**src/rtl/calc_pkg.sv**
```systemverilog
`default_nettype none
// ============================================================================
// Module   : calc_pkg
// Purpose  : Shared encodings for the calculator arithmetic datapath:
//            control-state codes, operation codes, internal FSM states and
//            default sizing.
// Revision : 1.0 - initial release
// ============================================================================
package calc_pkg;

   // Control-state codes driven by the upstream calculator FSM
   localparam logic [1:0] ST_RST = 2'b00;
   localparam logic [1:0] ST_A   = 2'b01;
   localparam logic [1:0] ST_B   = 2'b10;
   localparam logic [1:0] ST_R   = 2'b11;

   // Operation codes; 101..111 are illegal
   localparam logic [2:0] OP_ADD  = 3'b000;
   localparam logic [2:0] OP_SUB  = 3'b001;
   localparam logic [2:0] OP_MUL  = 3'b010;
   localparam logic [2:0] OP_DIV  = 3'b011;
   localparam logic [2:0] OP_SQRT = 3'b100;

   // Datapath sequencing states
   typedef enum logic [1:0] {
      IDLE = 2'd0,
      CALC = 2'd1,
      DONE = 2'd2
   } calc_state_e;

   localparam int DEF_W          = 16;
   localparam int DEF_MAX_DIGITS = 4;

endpackage : calc_pkg
`default_nettype wire

```
**src/rtl/calc_iter_unit.sv**
```systemverilog
`default_nettype none
// ============================================================================
// Module   : calc_iter_unit
// Purpose  : Iterative engine shared by multiply (shift-add), divide
//            (restoring) and square root (digit-by-digit). One iteration per
//            clock; done is asserted once all iterations have been applied.
//            Non-iterative opcodes simply run a single empty iteration so the
//            caller sees a uniform handshake.
// Revision : 1.0 - initial release
// ============================================================================
module calc_iter_unit
   import calc_pkg::*;
#(
   parameter int W = DEF_W
) (
   input  logic         clk,
   input  logic         rst,
   input  logic         start,
   input  logic         abort,
   input  logic [2:0]   op,
   input  logic [W-1:0] a,
   input  logic [W-1:0] b,
   output logic         busy,
   output logic         done,
   output logic [W-1:0] q,
   output logic         ovf,
   output logic         dz
);

   localparam int CW = $clog2(W + 1);
   localparam logic [CW-1:0] CNT_ONE = CW'(1);

   // acc: product / partial remainder; sh: multiplicand / divisor / root;
   // aux: multiplier / dividend-quotient / radicand shift register
   logic            busy_q, busy_d;
   logic [CW-1:0]   cnt_q,  cnt_d;
   logic [2:0]      op_q,   op_d;
   logic [2*W-1:0]  acc_q,  acc_d;
   logic [2*W-1:0]  sh_q,   sh_d;
   logic [W-1:0]    aux_q,  aux_d;
   logic            dz_q,   dz_d;

   logic [W:0]      div_r;
   logic [2*W-1:0]  sq_rem;
   logic [2*W-1:0]  sq_trial;

   // Load operands on start, then apply one iteration of the latched op per cycle
   always_comb begin
      busy_d   = busy_q;
      cnt_d    = cnt_q;
      op_d     = op_q;
      acc_d    = acc_q;
      sh_d     = sh_q;
      aux_d    = aux_q;
      dz_d     = dz_q;
      div_r    = {acc_q[W-1:0], aux_q[W-1]};
      sq_rem   = {acc_q[2*W-3:0], aux_q[W-1:W-2]};
      sq_trial = {sh_q[2*W-3:0], 2'b01};

      if (abort) begin
         busy_d = 1'b0;
         cnt_d  = '0;
      end else if (start) begin
         busy_d = 1'b1;
         op_d   = op;
         dz_d   = (op == OP_DIV) && (b == '0);
         acc_d  = '0;
         sh_d   = '0;
         aux_d  = '0;
         case (op)
            OP_MUL: begin
               sh_d  = {{W{1'b0}}, a};
               aux_d = b;
               cnt_d = CW'(W);
            end
            OP_DIV: begin
               sh_d  = {{W{1'b0}}, b};
               aux_d = a;
               cnt_d = CW'(W);
            end
            OP_SQRT: begin
               aux_d = a;
               cnt_d = CW'(W / 2);
            end
            default: cnt_d = CNT_ONE;
         endcase
      end else if (busy_q) begin
         if (cnt_q != '0) begin
            cnt_d = cnt_q - CNT_ONE;
            case (op_q)
               OP_MUL: begin
                  if (aux_q[0]) acc_d = acc_q + sh_q;
                  sh_d  = sh_q << 1;
                  aux_d = aux_q >> 1;
               end
               OP_DIV: begin
                  if (div_r >= {1'b0, sh_q[W-1:0]}) begin
                     acc_d = {{(W-1){1'b0}}, div_r - {1'b0, sh_q[W-1:0]}};
                     aux_d = {aux_q[W-2:0], 1'b1};
                  end else begin
                     acc_d = {{(W-1){1'b0}}, div_r};
                     aux_d = {aux_q[W-2:0], 1'b0};
                  end
               end
               OP_SQRT: begin
                  if (sq_rem >= sq_trial) begin
                     acc_d = sq_rem - sq_trial;
                     sh_d  = {sh_q[2*W-2:0], 1'b1};
                  end else begin
                     acc_d = sq_rem;
                     sh_d  = {sh_q[2*W-2:0], 1'b0};
                  end
                  aux_d = {aux_q[W-3:0], 2'b00};
               end
               default: ;
            endcase
         end else begin
            busy_d = 1'b0;
         end
      end
   end

   // Iteration state registers
   always_ff @(posedge clk or posedge rst) begin
      if (rst) begin
         busy_q <= 1'b0;
         cnt_q  <= '0;
         op_q   <= OP_ADD;
         acc_q  <= '0;
         sh_q   <= '0;
         aux_q  <= '0;
         dz_q   <= 1'b0;
      end else begin
         busy_q <= busy_d;
         cnt_q  <= cnt_d;
         op_q   <= op_d;
         acc_q  <= acc_d;
         sh_q   <= sh_d;
         aux_q  <= aux_d;
         dz_q   <= dz_d;
      end
   end

   // Result selection for the latched op
   always_comb begin
      q = '0;
      case (op_q)
         OP_MUL:  q = acc_q[W-1:0];
         OP_DIV:  q = aux_q;
         OP_SQRT: q = sh_q[W-1:0];
         default: q = '0;
      endcase
   end

   assign busy = busy_q;
   assign done = busy_q && (cnt_q == '0);
   assign ovf  = (op_q == OP_MUL) && (|acc_q[2*W-1:W]);
   assign dz   = dz_q;

endmodule : calc_iter_unit
`default_nettype wire

```
**src/rtl/calc_datapath.sv**
```systemverilog
`default_nettype none
// ============================================================================
// Module   : calc_datapath
// Purpose  : Calculator arithmetic datapath. Accumulates decimal operands A
//            and B from key presses, launches the selected operation when the
//            control state enters R, and holds the registered result until
//            the control state leaves R.
// Revision : 1.0 - initial release
// ============================================================================
module calc_datapath
   import calc_pkg::*;
#(
   parameter int W          = DEF_W,
   parameter int MAX_DIGITS = DEF_MAX_DIGITS
) (
   input  logic         clk,
   input  logic         rst,
   input  logic [1:0]   estado,
   input  logic [2:0]   OP,
   input  logic         digit_valid,
   input  logic [3:0]   digit,
   output logic [W-1:0] op_a,
   output logic [W-1:0] op_b,
   output logic [W-1:0] result,
   output logic         neg,
   output logic         err,
   output logic         busy,
   output logic         done
);

   localparam int CNTW = $clog2(MAX_DIGITS + 1);
   localparam logic [CNTW-1:0] MAX_CNT = CNTW'(MAX_DIGITS);
   localparam logic [CNTW-1:0] CNT_ONE = CNTW'(1);

   calc_state_e      state_q, state_d;
   logic [1:0]       estado_q, estado_d;
   logic [2:0]       op_l_q, op_l_d;
   logic [W-1:0]     op_a_q, op_a_d;
   logic [W-1:0]     op_b_q, op_b_d;
   logic [CNTW-1:0]  cnt_a_q, cnt_a_d;
   logic [CNTW-1:0]  cnt_b_q, cnt_b_d;
   logic [W-1:0]     result_q, result_d;
   logic             neg_q, neg_d;
   logic             err_q, err_d;

   logic             start;
   logic             iter_abort;
   logic             iter_busy;
   logic             iter_done;
   logic [W-1:0]     iter_q;
   logic             iter_ovf;
   logic             iter_dz;
   logic [W:0]       sum;
   logic [W-1:0]     digit_ext;

   // Launch only on the entry into R, so a held R never retriggers
   assign start      = (estado == ST_R) && (estado_q != ST_R) && (state_q == IDLE);
   assign iter_abort = (state_q != IDLE) && (estado != ST_R);
   assign sum        = {1'b0, op_a_q} + {1'b0, op_b_q};
   assign digit_ext  = {{(W-4){1'b0}}, digit};

   calc_iter_unit #(
      .W (W)
   ) u_iter (
      .clk   (clk),
      .rst   (rst),
      .start (start),
      .abort (iter_abort),
      .op    (OP),
      .a     (op_a_q),
      .b     (op_b_q),
      .busy  (iter_busy),
      .done  (iter_done),
      .q     (iter_q),
      .ovf   (iter_ovf),
      .dz    (iter_dz)
   );

   // Operand entry, start/abort sequencing and result capture
   always_comb begin
      state_d  = state_q;
      estado_d = estado;
      op_l_d   = op_l_q;
      op_a_d   = op_a_q;
      op_b_d   = op_b_q;
      cnt_a_d  = cnt_a_q;
      cnt_b_d  = cnt_b_q;
      result_d = result_q;
      neg_d    = neg_q;
      err_d    = err_q;

      if (estado == ST_RST) begin
         state_d  = IDLE;
         op_l_d   = OP_ADD;
         op_a_d   = '0;
         op_b_d   = '0;
         cnt_a_d  = '0;
         cnt_b_d  = '0;
         result_d = '0;
         neg_d    = 1'b0;
         err_d    = 1'b0;
      end else begin
         case (state_q)
            IDLE: begin
               if (start) begin
                  op_l_d   = OP;
                  state_d  = CALC;
                  result_d = '0;
                  neg_d    = 1'b0;
                  err_d    = 1'b0;
               end else if (digit_valid && (digit <= 4'd9)) begin
                  if ((estado == ST_A) && (cnt_a_q < MAX_CNT)) begin
                     op_a_d  = (op_a_q << 3) + (op_a_q << 1) + digit_ext;
                     cnt_a_d = cnt_a_q + CNT_ONE;
                  end else if ((estado == ST_B) && (cnt_b_q < MAX_CNT)) begin
                     op_b_d  = (op_b_q << 3) + (op_b_q << 1) + digit_ext;
                     cnt_b_d = cnt_b_q + CNT_ONE;
                  end
               end
            end
            CALC: begin
               if (estado != ST_R) begin
                  state_d  = IDLE;
                  result_d = '0;
                  neg_d    = 1'b0;
                  err_d    = 1'b0;
               end else if (iter_done) begin
                  state_d = DONE;
                  neg_d   = 1'b0;
                  err_d   = 1'b0;
                  case (op_l_q)
                     OP_ADD: begin
                        result_d = sum[W-1:0];
                        err_d    = sum[W];
                     end
                     OP_SUB: begin
                        if (op_a_q >= op_b_q) begin
                           result_d = op_a_q - op_b_q;
                        end else begin
                           result_d = op_b_q - op_a_q;
                           neg_d    = 1'b1;
                        end
                     end
                     OP_MUL: begin
                        result_d = iter_q;
                        err_d    = iter_ovf;
                     end
                     OP_DIV: begin
                        result_d = iter_dz ? '0 : iter_q;
                        err_d    = iter_dz;
                     end
                     OP_SQRT: result_d = iter_q;
                     default: begin
                        result_d = '0;
                        err_d    = 1'b1;
                     end
                  endcase
               end
            end
            DONE: begin
               if (estado != ST_R) begin
                  state_d  = IDLE;
                  result_d = '0;
                  neg_d    = 1'b0;
                  err_d    = 1'b0;
               end
            end
            default: state_d = IDLE;
         endcase
      end
   end

   // Datapath registers
   always_ff @(posedge clk or posedge rst) begin
      if (rst) begin
         state_q  <= IDLE;
         estado_q <= ST_RST;
         op_l_q   <= OP_ADD;
         op_a_q   <= '0;
         op_b_q   <= '0;
         cnt_a_q  <= '0;
         cnt_b_q  <= '0;
         result_q <= '0;
         neg_q    <= 1'b0;
         err_q    <= 1'b0;
      end else begin
         state_q  <= state_d;
         estado_q <= estado_d;
         op_l_q   <= op_l_d;
         op_a_q   <= op_a_d;
         op_b_q   <= op_b_d;
         cnt_a_q  <= cnt_a_d;
         cnt_b_q  <= cnt_b_d;
         result_q <= result_d;
         neg_q    <= neg_d;
         err_q    <= err_d;
      end
   end

   assign op_a   = op_a_q;
   assign op_b   = op_b_q;
   assign result = result_q;
   assign neg    = neg_q;
   assign err    = err_q;
   assign busy   = iter_busy;
   assign done   = (state_q == DONE);

endmodule : calc_datapath
`default_nettype wire

```
**config.mk**
```make
export PLATFORM = sky130hd
export DESIGN_NAME = calc_datapath
export DESIGN_NICKNAME = d
export VERILOG_FILES = /design/src/rtl/calc_pkg.sv /design/src/rtl/calc_iter_unit.sv /design/src/rtl/calc_datapath.sv
export SDC_FILE = /design/constraint.sdc
export NUM_CORES = 1
export LEC_CHECK = 0
export CAP_MARGIN = 10
export CORE_MARGIN = 2
export CORE_UTILIZATION = 51
export DETAILED_ROUTE_END_ITERATION = 10
export PLACE_DENSITY = 0.69
export SYNTH_ARGS = -nofsm -noshare
export SYNTH_HDL_FRONTEND = slang
export SYNTH_SLANG_ARGS = --single-unit
```
**constraint.sdc**
```tcl
create_clock -name clk -period 5.95 [get_ports clk]
set_input_delay 1.19 -clock clk [delete_from_list [all_inputs] [get_ports clk]]
set_output_delay 1.19 -clock clk [all_outputs]
set_load 0.02 [all_outputs]
```
### After elaboration in Yosys (flattened, before gate mapping)

Index checks and enable logic that the tools add are counted.

* bits in registers: 153
* bits of input ports: 12
* output and inout port bits: 52
* logic and storage cells: 185

* add/sub/neg operators: 13
* $lt $le $gt $ge: 6
* eq/ne operators: 23
* multiplexer cells: 82
* bitwise logic cells: 1
* reductions and logical operators: 43

Operator list (number)
* 16-bit 2-to-1 mux: 21
* 32-bit 2-to-1 mux: 8
* 16-bit case mux with 3 select lines: 3
* 32-bit case mux with 3 select lines: 1
* 16-bit case mux with 2 select lines: 2
* 16-bit case mux with 4 select lines: 1
* 32-bit case mux with 2 select lines: 1
* 3-bit 2-to-1 mux: 14
* 16-bit adder: 2
* 16-bit by 4-bit adder with 16-bit output: 2
* 32-bit adder: 1
* 32-bit greater-or-equal comparator: 1
* 16-bit subtractor: 2
* 32-bit subtractor: 1
* 5-bit 2-to-1 mux: 4
* 3-bit by 2-bit equality test with 1-bit output, second input constant: 6
* 16-bit by 16-bit adder with 17-bit output: 1
* 17-bit by 16-bit greater-or-equal comparator with 1-bit output: 1
* 17-bit 2-to-1 mux: 1
* 17-bit by 16-bit subtractor with 17-bit output: 1
* 16-bit greater-or-equal comparator: 1
* 16-bit logical NOT: 1
* 1-bit 2-to-1 mux: 16
* 4-bit AND reduction: 4
* other kinds (32): 72

### Depth between registers and ports, before layout

Gate-level depths: netlist of the first run.

* depth after elaboration: 8
* gate-level depth with buffers: 16
* depth with buffers taken out: 14

### Hierarchy

A second synthesis of the first run with hierarchy kept.

* cells, all modules: 2016
* area, all modules: 16254.3 µm²

Modules (own cells, without submodules)
* calc_iter_unit: instances 1, cells each 1284, area each 10008.3 µm², sequential area each 2252.2 µm²
* calc_datapath: instances 1, cells each 732, area each 6246.0 µm², sequential area each 1576.5 µm²

### Worst setup path after synthesis of the first run

Ideal clock, no wire load.

* path type: input to register
* start point: input digit[3]
* end point: register op_b_q[15], in the netlist op_b[15]
* setup time: 0.121 ns
* arrival time: 3.761 ns
* data required time: 5.829 ns
* slack: 2.068 ns
* cell stages on the path: 12
* path buffers: 0
* path through: fa_1 > ha_1 > a21o_1 > a21o_1 > a21o_1 > a31o_2 > a211oi_1 > o21bai_1 > a21oi_1 > o21ai_0 > xnor2_1 > a22o_1

* cells in the longest elaborated chain, start to end: 7
* elaborated cells between the ends (all ways): 11
* classes of those cells: add/sub: 1; order compare: 1; mux: 6; reduce/logical: 3

RTL lines
* start, declared: RTL line calc_datapath.sv:21 `input logic [3:0] digit,`
* 16-bit by 4-bit adder with 16-bit output: RTL line calc_datapath.sv:116 `op_b_d = (op_b_q << 3) + (op_b_q << 1) + digit_ext;`
* 16-bit 2-to-1 mux: RTL line calc_datapath.sv:115 `end else if ((estado == ST_B) && (cnt_b_q < MAX_CNT)) begin`
* 16-bit 2-to-1 mux: RTL line calc_datapath.sv:112 `if ((estado == ST_A) && (cnt_a_q < MAX_CNT)) begin`
* 16-bit 2-to-1 mux: RTL line calc_datapath.sv:111 `end else if (digit_valid && (digit <= 4'd9)) begin`
* 16-bit 2-to-1 mux: RTL line calc_datapath.sv:105 `if (start) begin`
* 16-bit 2-to-1 mux: RTL line calc_datapath.sv:103 `case (state_q)`
* 16-bit 2-to-1 mux: RTL line calc_datapath.sv:92 `if (estado == ST_RST) begin`
* end signal, assigned: RTL line calc_datapath.sv:191 `op_b_q <= op_b_d;`
* end, declared: RTL line calc_datapath.sv:39 `logic [W-1:0] op_b_q, op_b_d;`

Several ways; a longest one is shown, not always the timed one. The select of a mux whose other input is x is not followed.
A chain may end at the register's enable or synchronous reset.

### Final worst setup path of the first run

* start point: register u_iter.acc_q[7]
* end point: register u_iter.acc_q[26]

* cells in the longest elaborated chain, start to end: 6
* elaborated cells between the ends (all ways): 9
* classes of those cells: add/sub: 2; order compare: 1; mux: 6

RTL lines
* start, declared: RTL line calc_iter_unit.sv:38 `logic [2*W-1:0] acc_q, acc_d;`
* start signal, assigned: RTL line calc_iter_unit.sv:129 `acc_q <= '0;`
* start signal, assigned: RTL line calc_iter_unit.sv:137 `acc_q <= acc_d;`
* 32-bit subtractor, or another cell as far along: RTL line calc_iter_unit.sv:107 `acc_d = sq_rem - sq_trial;`
* 32-bit 2-to-1 mux, on equally long branches: RTL line calc_iter_unit.sv:106, calc_iter_unit.sv:92
* 32-bit case mux with 3 select lines *: RTL line calc_iter_unit.sv:90 `case (op_q)`
* 32-bit 2-to-1 mux *: RTL line calc_iter_unit.sv:88 `if (cnt_q != '0) begin`
* 32-bit 2-to-1 mux *: RTL line calc_iter_unit.sv:87 `end else if (busy_q) begin`
* 32-bit 2-to-1 mux *: RTL line calc_iter_unit.sv:63 `end else if (start) begin`

Mark *: on every way between the ends. The rest lies on a longest branch, timed or not. The select of a mux whose other input is x is not followed.

==> results.json, run 1 <==
{
  "dpl.hpwl_um": 40150,
  "synth_area_leaders": "dfrtp_1 (24%), ha_1 (14%), a21oi_1 (5.3%)",
  "ir_drop_mv": 0.3867,
  "synth_top_area_frac": 0.2400,
  "p_per_area_nw_per_um2": 693.4,
  "routed_wl_um": 53410,
  "tightest_slew_ns": 1.123,
  "crit_type": "reg -> reg",
  "fin_skew_ns": 0.01975,
  "grt_pass1_wl_um": 84630,
  "rsz0062_at_grt": "no",
  "ys_seq_area_frac": 0.2400,
  "drive_gt1_frac": 0.04623,
  "clock_path_buffers": 2,
  "start_kind": "flip-flop",
  "avgRoutedWirePerCell_um": 22.38,
  "numPortBuffers": 63,
  "cp_max_fo": 10,
  "syn_inst": 1981,
  "ys.flop_type": "dfrtp_1",
  "layout_worst_path_cycle_share": 0.7494,
  "outcome": "finished, final reports clean",
  "insertedDiodeCount": 0,
  "die_area_um2": 32720,
  "r2r_cells": 11,
  "die_y_um": 180.9,
  "syn_area_um2": 15960,
  "drcViolationCount": 0,
  "syn_avg_cell_area_um2": 8.054,
  "num_rows": 64,
  "holdPathStages": 2,
  "clkTransAtPathRegs_ns": 0.08,
  "antenna_found_initial": 0,
  "synth.distinct_cells": 79,
  "synth-async-reset-ratio": 1.000,
  "core_um2": 30670,
  "min_period_ns": 4.459,
  "cts_root_buf": "clkbuf_16",
  "gr-total-overflow": 0,
  "io_pins": 64,
  "final_cell_mix": "ha_1 (182), a21oi_1 (169), nand2_1 (164), dfrtp_1 (153), nor2_1 (146)",
  "ctsHoldBuffers": 0,
  "slew_violations": 0,
  "drtIter0Drc": 1652,
  "grt_max_degree": 97,
  "hold_path.class": "reg -> reg",
  "final_common_cell": "ha_1",
  "yosysTopAreaCell": "dfrtp_1",
  "p_total_mw": 12.08,
  "cts_resized": 0,
  "drt-pass1-iter-count": 6,
  "grt_pass1_vias": 14969,
  "synth_edf_count": 0,
  "worstPathRequired_ns": 6.30,
  "cp.arrival_ns": 4.81,
  "finalSetupViolCount": 0,
  "die_w_um": 180.9,
  "fin_nets": 2180,
  "setup_tns_ns": 0,
  "finalWeightedCongestion": 0.9668,
  "yosys_warnings": 0,
  "p_leak_nw": 7.863,
  "max_freq_mhz": 224.3,
  "synth_nets": 2184,
  "hold_violations": 0,
  "grt_use_total": 0.3235,
  "critPathCaptureType": "flip-flop",
  "drtAntennaViolNets": 0,
  "start_util": 0.5202,
  "max_cap_viol_count": 0,
  "numCtsBuffers": 17,
  "maxSlewHeadroom": 0.2510,
  "clkSinkCount": 153,
  "viasPerCell": 6.521,
  "clk_latency_ns": 0.46,
  "post_cts_buffers": 0,
  "ys_ff_latch": 153,
  "num_vias": 15558,
  "htreeDepth": 4,
  "cts_tree": "yes",
  "areaGrowthSynthToFinish_pct": 9.199
}
[state kept, by name (all words and copies together) (netlist names), 5 cells and up]
signal,count
op_b,16
u_iter.cnt_q,5
result,16
u_iter.sh_q,32
op_a,16
u_iter.aux_q,16
u_iter.acc_q,32
[layer usage]
metal	track usage	vias up	routed length, µm
met3	0.04898	134	3510
li1	-	7248	-
met1	0.4302	7523	23170
met4	0.1568	0	2485
met2	0.5145	653	24250
met5	0	-	0
[critical path: stages (launching register included)]
cell       delay [ns]
dfrtp_1          0.47
ha_1             0.60
inv_1            0.15
a2111oi_0        0.79
a2111oi_0        0.28
o311ai_1         0.77
a31oi_1          0.21
o21ai_1          0.35
o31ai_1          0.13
xnor2_1          0.23
a21oi_1          0.11
o31ai_1          0.26
[kinds of logic after synthesis]
family | after synthesis | synth area share
AOI/OAI and AO/OA | 714 | 0.2987
xor gates and xnor gates | 116 | 0.06368
adders and majority gates | 191 | 0.1540
buffers and inverters | 240 | 0.05858
DFF | 153 | 0.2400
muxes | 60 | 0.03780
and+or+nand+nor | 507 | 0.1473
[cell type report]
cell class / instances / area, µm²
inverter: 129 / 489.2
tap: 396 / 495.5
clock inverter: 13 / 112.6
clock buffer: 19 / 452.9
multi-input combinational: 1588 / 11220
timing repair buffer: 88 / 825.8
fill: 2819 / 13250
sequential: 153 / 3829
[final timing paths]
path	start	end	slack [ns]
min in group asynchronous	rst	op_a[3]	1.28
max reg2reg	u_iter.acc_q[7]	u_iter.acc_q[26]	1.49
min reg2reg	u_iter.sh_q[31]	u_iter.sh_q[31]	0.49
max	u_iter.acc_q[7]	u_iter.acc_q[26]	1.49
max in group asynchronous	rst	u_iter.acc_q[19]	3.55
min	u_iter.sh_q[31]	u_iter.sh_q[31]	0.49
[where the power goes]
part / switching, mW / internal [mW]
Sequential: 0.797 / 1.39
Combinational: 5.27 / 3.53
Clock: 0.520 / 0.566
[cells in the mapped netlist (7+ instances only)]
library cell	number
a311oi_1	15
dfrtp_1	153
buf_1	8
and3_1	8
a21oi_1	169
a21o_1	59
a22oi_1	40
nor3_1	39
xor2_1	24
xnor2_1	92
a31oi_1	14
a221oi_1	24
ha_1	182
o211ai_1	15
a211oi_1	36
nand2_1	165
nand3_1	32
nor2b_1	30
mux2i_1	58
a22o_1	19
a31o_2	7
o31a_1	7
nand4_1	10
and2_1	10
nor2_1	147
o21a_1	15
clkbuf_1	87
o22ai_1	28
o21ai_1	11
nand2b_1	19
o21bai_1	26
inv_1	129
nor4_1	12
or2_2	7
o21ai_0	138
o41ai_1	13
buf_2	12
fa_1	9
and4_1	8
o31ai_1	23
[stage by stage]
stage                     hold slack [ns]  cells  instance area [µm²]    util  setup WS, ns
after floorplan                    0.4538   1981                15960       -        0.6386
after global placement             0.4676   2353                16840  0.5492         1.294
after detailed placement           0.4803   2353                16840  0.5492         1.214
after CTS                          0.4959   2385                17410  0.5676         1.648
after global routing               0.5089   2386                17420  0.5681         1.318
final                              0.4931   2386                17420  0.5681         1.491
Note: power is estimated with default switching activity, not from simulation.
==> run 2, diff against run 1 <==
- clock period: 5.95 -> 4.32 ns (I/O delays scaled with it)
==> results.json, run 2 (synthesis gave the netlist of run 1 again) <==
{
  "outcome": "finished, final reports clean",
  "grt_pass1_wl_um": 86620,
  "gr-total-overflow": 0,
  "placed_cell_area_um2": 17220,
  "antenna_found_initial": 1,
  "numCtsBuffers": 17,
  "min_period_ns": 3.947,
  "dpl.hpwl_um": 41000,
  "final_cell_mix": "ha_1 (182), a21oi_1 (169), nand2_1 (164), dfrtp_1 (153), nor2_1 (146)",
  "fin_nets": 2223,
  "num_vias": 15815,
  "hold_path.class": "reg -> reg",
  "cts_tree": "yes",
  "clock_path_buffers": 2,
  "nFillCells": 2812,
  "whs_ns": 0.4847,
  "core_um2": 30670,
  "io_pins": 64,
  "p_leak_nw": 8.086,
  "die_y_um": 180.9,
  "avgRoutedWirePerCell_um": 22.38,
  "drtIter0Drc": 1487,
  "start_util": 0.5202,
  "clk_latency_ns": 0.46,
  "cp.arrival_ns": 4.28,
  "post_cts_buffers": 0,
  "max_freq_mhz": 253.3,
  "slew_violations": 0,
  "htreeDepth": 4,
  "maxSlewHeadroom": 0.3140,
  "finalSetupViolCount": 0,
  "fin_skew_ns": 0.01151,
  "grt_pass1_vias": 15410,
  "p_per_area_nw_per_um2": 950.4,
  "drt-pass1-iter-count": 5,
  "reg_top3": "u_iter.acc_q (32), u_iter.sh_q (32)",
  "grt_max_degree": 75,
  "hold_violations": 0,
  "rsz0062_at_grt": "no",
  "numPortBuffers": 63,
  "crit_type": "reg -> reg",
  "num_rows": 64,
  "cp_max_fo": 11,
  "die_w_um": 180.9,
  "routed_wl_um": 54370,
  "ir_drop_mv": 0.4946,
  "ctsHoldBuffers": 0,
  "drcViolationCount": 0,
  "tightest_slew_ns": 1.029,
  "max_cap_viol_count": 0,
  "finalWeightedCongestion": 0.9926,
  "drive_gt1_frac": 0.06640,
  "grt_use_total": 0.3315,
  "clkSinkCount": 153,
  "clkTransAtPathRegs_ns": 0.07,
  "areaGrowthSynthToFinish_pct": 11.39,
  "fin_area_um2": 17770,
  "cts_root_buf": "clkbuf_16",
  "final_common_cell": "ha_1",
  "start_kind": "flip-flop",
  "insertedDiodeCount": 0,
  "drtAntennaViolNets": 0,
  "critPathCaptureType": "flip-flop",
  "cts_resized": 0,
  "worstPathRequired_ns": 4.65,
  "die_area_um2": 32720,
  "layout_worst_path_cycle_share": 0.9137,
  "viasPerCell": 6.511
}
==> run 2: final timing paths <==
check / slack (ns) / depth (start not counted) / start / end
hold reg to reg: 0.48 / 2 / cnt_a_q[1] / cnt_a_q[1]
setup reg to reg: 0.37 / 11 / op_b[5] / result[12]
setup / recovery: 0.37 / 11 / op_b[5] / result[12]
min in group asynchronous: 0.91 / 2 / rst / op_a[6]
max in group asynchronous: 2.53 / 3 / rst / result[1]
hold / removal: 0.48 / 2 / cnt_a_q[1] / cnt_a_q[1]
==> run 2: where the power goes <==
part | internal, mW | total (mW) | leakage (nW) | switching, mW
sequential | 1.92 | 2.80 | 1.97 | 0.874
clock | 0.762 | 1.47 | 0.262 | 0.711
combinational | 5.11 | 12.6 | 5.85 | 7.51
total | 7.79 | 16.9 | 8.09 | 9.10
==> run 2: per-stage QoR <==
stage,power [mW],utilization,setup slack (ns),std cells,TNS (ns)
final,16.89,0.5795,0.3728,2429,0
after global routing,18.13,0.5795,0.2664,2429,0
after CTS,16.59,0.5795,0.4512,2429,0
after detailed placement,15.02,0.5615,-0.01809,2397,-0.01809
after global placement,14.88,0.5615,0.1340,2397,0
after floorplan,11.55,-,0.7640,1981,0
==> run 2: routing by layer <==
metal | routed length (µm) | global-route usage | part of all wire
met1 | 22500 | 0.4249 | 0.41
met4 | 2946 | 0.1748 | 0.054
met2 | 24970 | 0.5351 | 0.46
met5 | 11 | 0 | 0.00020
met3 | 3943 | 0.05664 | 0.073
==> run 2: worst max-delay path, cell delays in order (launching register included) <==
cell       delay, ns
dfrtp_1         0.63
ha_1            0.46
a21o_1          0.22
a2111oi_0       0.56
o21a_1          0.27
o21ai_2         0.12
a21oi_4         0.34
inv_1           0.12
o311ai_0        0.46
o21ai_0         0.21
xnor2_1         0.31
o21ai_0         0.13
==> run 2: layout make-up <==
class	instances	area [µm²]	share of cell area
Tap cell	396	495.5	0.02788
Inverter	129	488.0	0.02746
Clock buffer	18	439.2	0.02471
Sequential cell	153	3829	0.2154
Clock inverter	14	112.6	0.006336
Timing Repair Buffer	131	1191	0.06702
Multi-Input combinational cell	1588	11220	0.6312
==> run 3, diff against run 2 <==
- REMOVE_ABC_BUFFERS: not set -> 1
- SKIP_LAST_GASP: not set -> 1
==> results.json, run 3 (synthesis gave the netlist of run 1 again) <==
{
  "die_y_um": 180.9,
  "crit_type": "reg -> reg",
  "grt_max_degree": 80,
  "min_period_ns": 3.910,
  "areaGrowthSynthToFinish_pct": 11.19,
  "cts_root_buf": "clkbuf_16",
  "worstPathRequired_ns": 4.65,
  "final_common_cell": "ha_1",
  "tightest_slew_ns": 1.139,
  "routed_wl_um": 53130,
  "post_cts_buffers": 0,
  "critPathCaptureType": "flip-flop",
  "clkTransAtPathRegs_ns": 0.08,
  "clock_path_buffers": 2,
  "hold_violations": 0,
  "insertedDiodeCount": 0,
  "viasPerCell": 6.426,
  "drtIter0Drc": 1513,
  "final_cell_mix": "ha_1 (182), a21oi_1 (169), nand2_1 (164), dfrtp_1 (153), nor2_1 (146)",
  "drcViolationCount": 0,
  "rsz0062_at_grt": "no",
  "antenna_found_initial": 0,
  "fin_nets": 2216,
  "reg_top3": "u_iter.acc_q (32), u_iter.sh_q (32)",
  "core_um2": 30670,
  "start_kind": "flip-flop",
  "num_rows": 64,
  "clk_latency_ns": 0.45,
  "drive_gt1_frac": 0.06318,
  "p_total_mw": 16.77,
  "grt_pass1_wl_um": 83860,
  "clkSinkCount": 153,
  "cp_max_fo": 10,
  "slew_violations": 0,
  "grt_use_total": 0.3214,
  "numPortBuffers": 63,
  "die_area_um2": 32720,
  "gr-total-overflow": 0,
  "pre_cts_ws_ns": 0.09433,
  "io_pins": 64,
  "cts_resized": 0,
  "fin_skew_ns": 0.01417,
  "max_cap_viol_count": 0,
  "die_w_um": 180.9,
  "start_util": 0.5202,
  "finalWeightedCongestion": 0.9862,
  "ir_drop_mv": 0.6340,
  "finalSetupViolCount": 0,
  "ctsHoldBuffers": 0,
  "cts_tree": "yes",
  "dp.cells": 2390,
  "grt_pass1_vias": 14948,
  "max_freq_mhz": 255.8,
  "htreeDepth": 4,
  "numCtsBuffers": 17,
  "p_per_area_nw_per_um2": 945.2,
  "final_cell_count_no_fill": 2422,
  "drt-pass1-iter-count": 5,
  "worst_slack_ns": 0.4102,
  "hold_path.class": "reg -> reg",
  "maxSlewHeadroom": 0.2410,
  "whs_ns": 0.4914,
  "outcome": "finished, final reports clean",
  "p_leak_nw": 8.082,
  "num_vias": 15564,
  "cp.arrival_ns": 4.24,
  "drtAntennaViolNets": 0,
  "dpl.hpwl_um": 40470,
  "avgRoutedWirePerCell_um": 21.94,
  "final_util": 0.5785,
  "layout_worst_path_cycle_share": 0.9050
}
-- run 3: layout make-up --
cell class / count / area (µm²)
clock buffer: 17 / 425.4
clock inverter: 15 / 157.7
fill: 2815 / 12930
inverter: 129 / 489.2
multi-input combinational: 1588 / 11220
sequential: 153 / 3829
tap: 396 / 495.5
timing repair buffer: 124 / 1126
-- run 3: through the flow --
step	TNS [ns]	area (µm²)
2_1_floorplan	-101.81	15500
6_report	0	17740
4_1_cts	0	17740
3_5_place_dp	0	17160
3_3_place_gp	0	17160
5_1_grt	0	17740
-- run 3: worst max-delay path, cell delays in order, from the launching register on --
cell	delay, ns
dfrtp_1	0.74
inv_1	0.23
ha_1	0.39
nor2b_1	0.16
o21ai_0	0.15
a21oi_1	0.10
o41ai_1	0.52
o21ai_0	0.37
a2111oi_0	0.47
a21oi_1	0.09
xor2_1	0.16
a221oi_1	0.31
a21oi_1	0.07
-- run 3: worst paths after layout --
path	startpoint	to	slack, ns	cells past startpoint
worst max register to register	op_a[1]	result[15]	0.41	12
min in group asynchronous	rst	result[3]	0.92	2
worst min-delay path	u_iter.sh_q[31]	u_iter.sh_q[31]	0.49	2
worst max-delay path	op_a[1]	result[15]	0.41	12
worst min register to register	u_iter.sh_q[31]	u_iter.sh_q[31]	0.49	2
max in group asynchronous	rst	u_iter.sh_q[22]	2.66	3
-- run 3: power by group --
| part | switching, mW | internal [mW] | leakage (nW) | total [mW] |
|---|---|---|---|---|
| Sequential | 0.899 | 1.92 | 1.97 | 2.82 |
| Combinational | 7.37 | 5.01 | 5.82 | 12.4 |
| Clock | 0.738 | 0.822 | 0.293 | 1.56 |
| Total | 9.01 | 7.76 | 8.08 | 16.8 |
-- run 3: metal layers --
layer  wire length [µm]  global-route usage  part of all wire  vias up
met4               2035              0.1245             0.038        0
li1                   -                   -                 -     7295
met1              23060              0.4376              0.43     7530
met3               3472             0.04455             0.065       95
met2              24560              0.5167              0.46      644
met5                  0                   0                 0        -
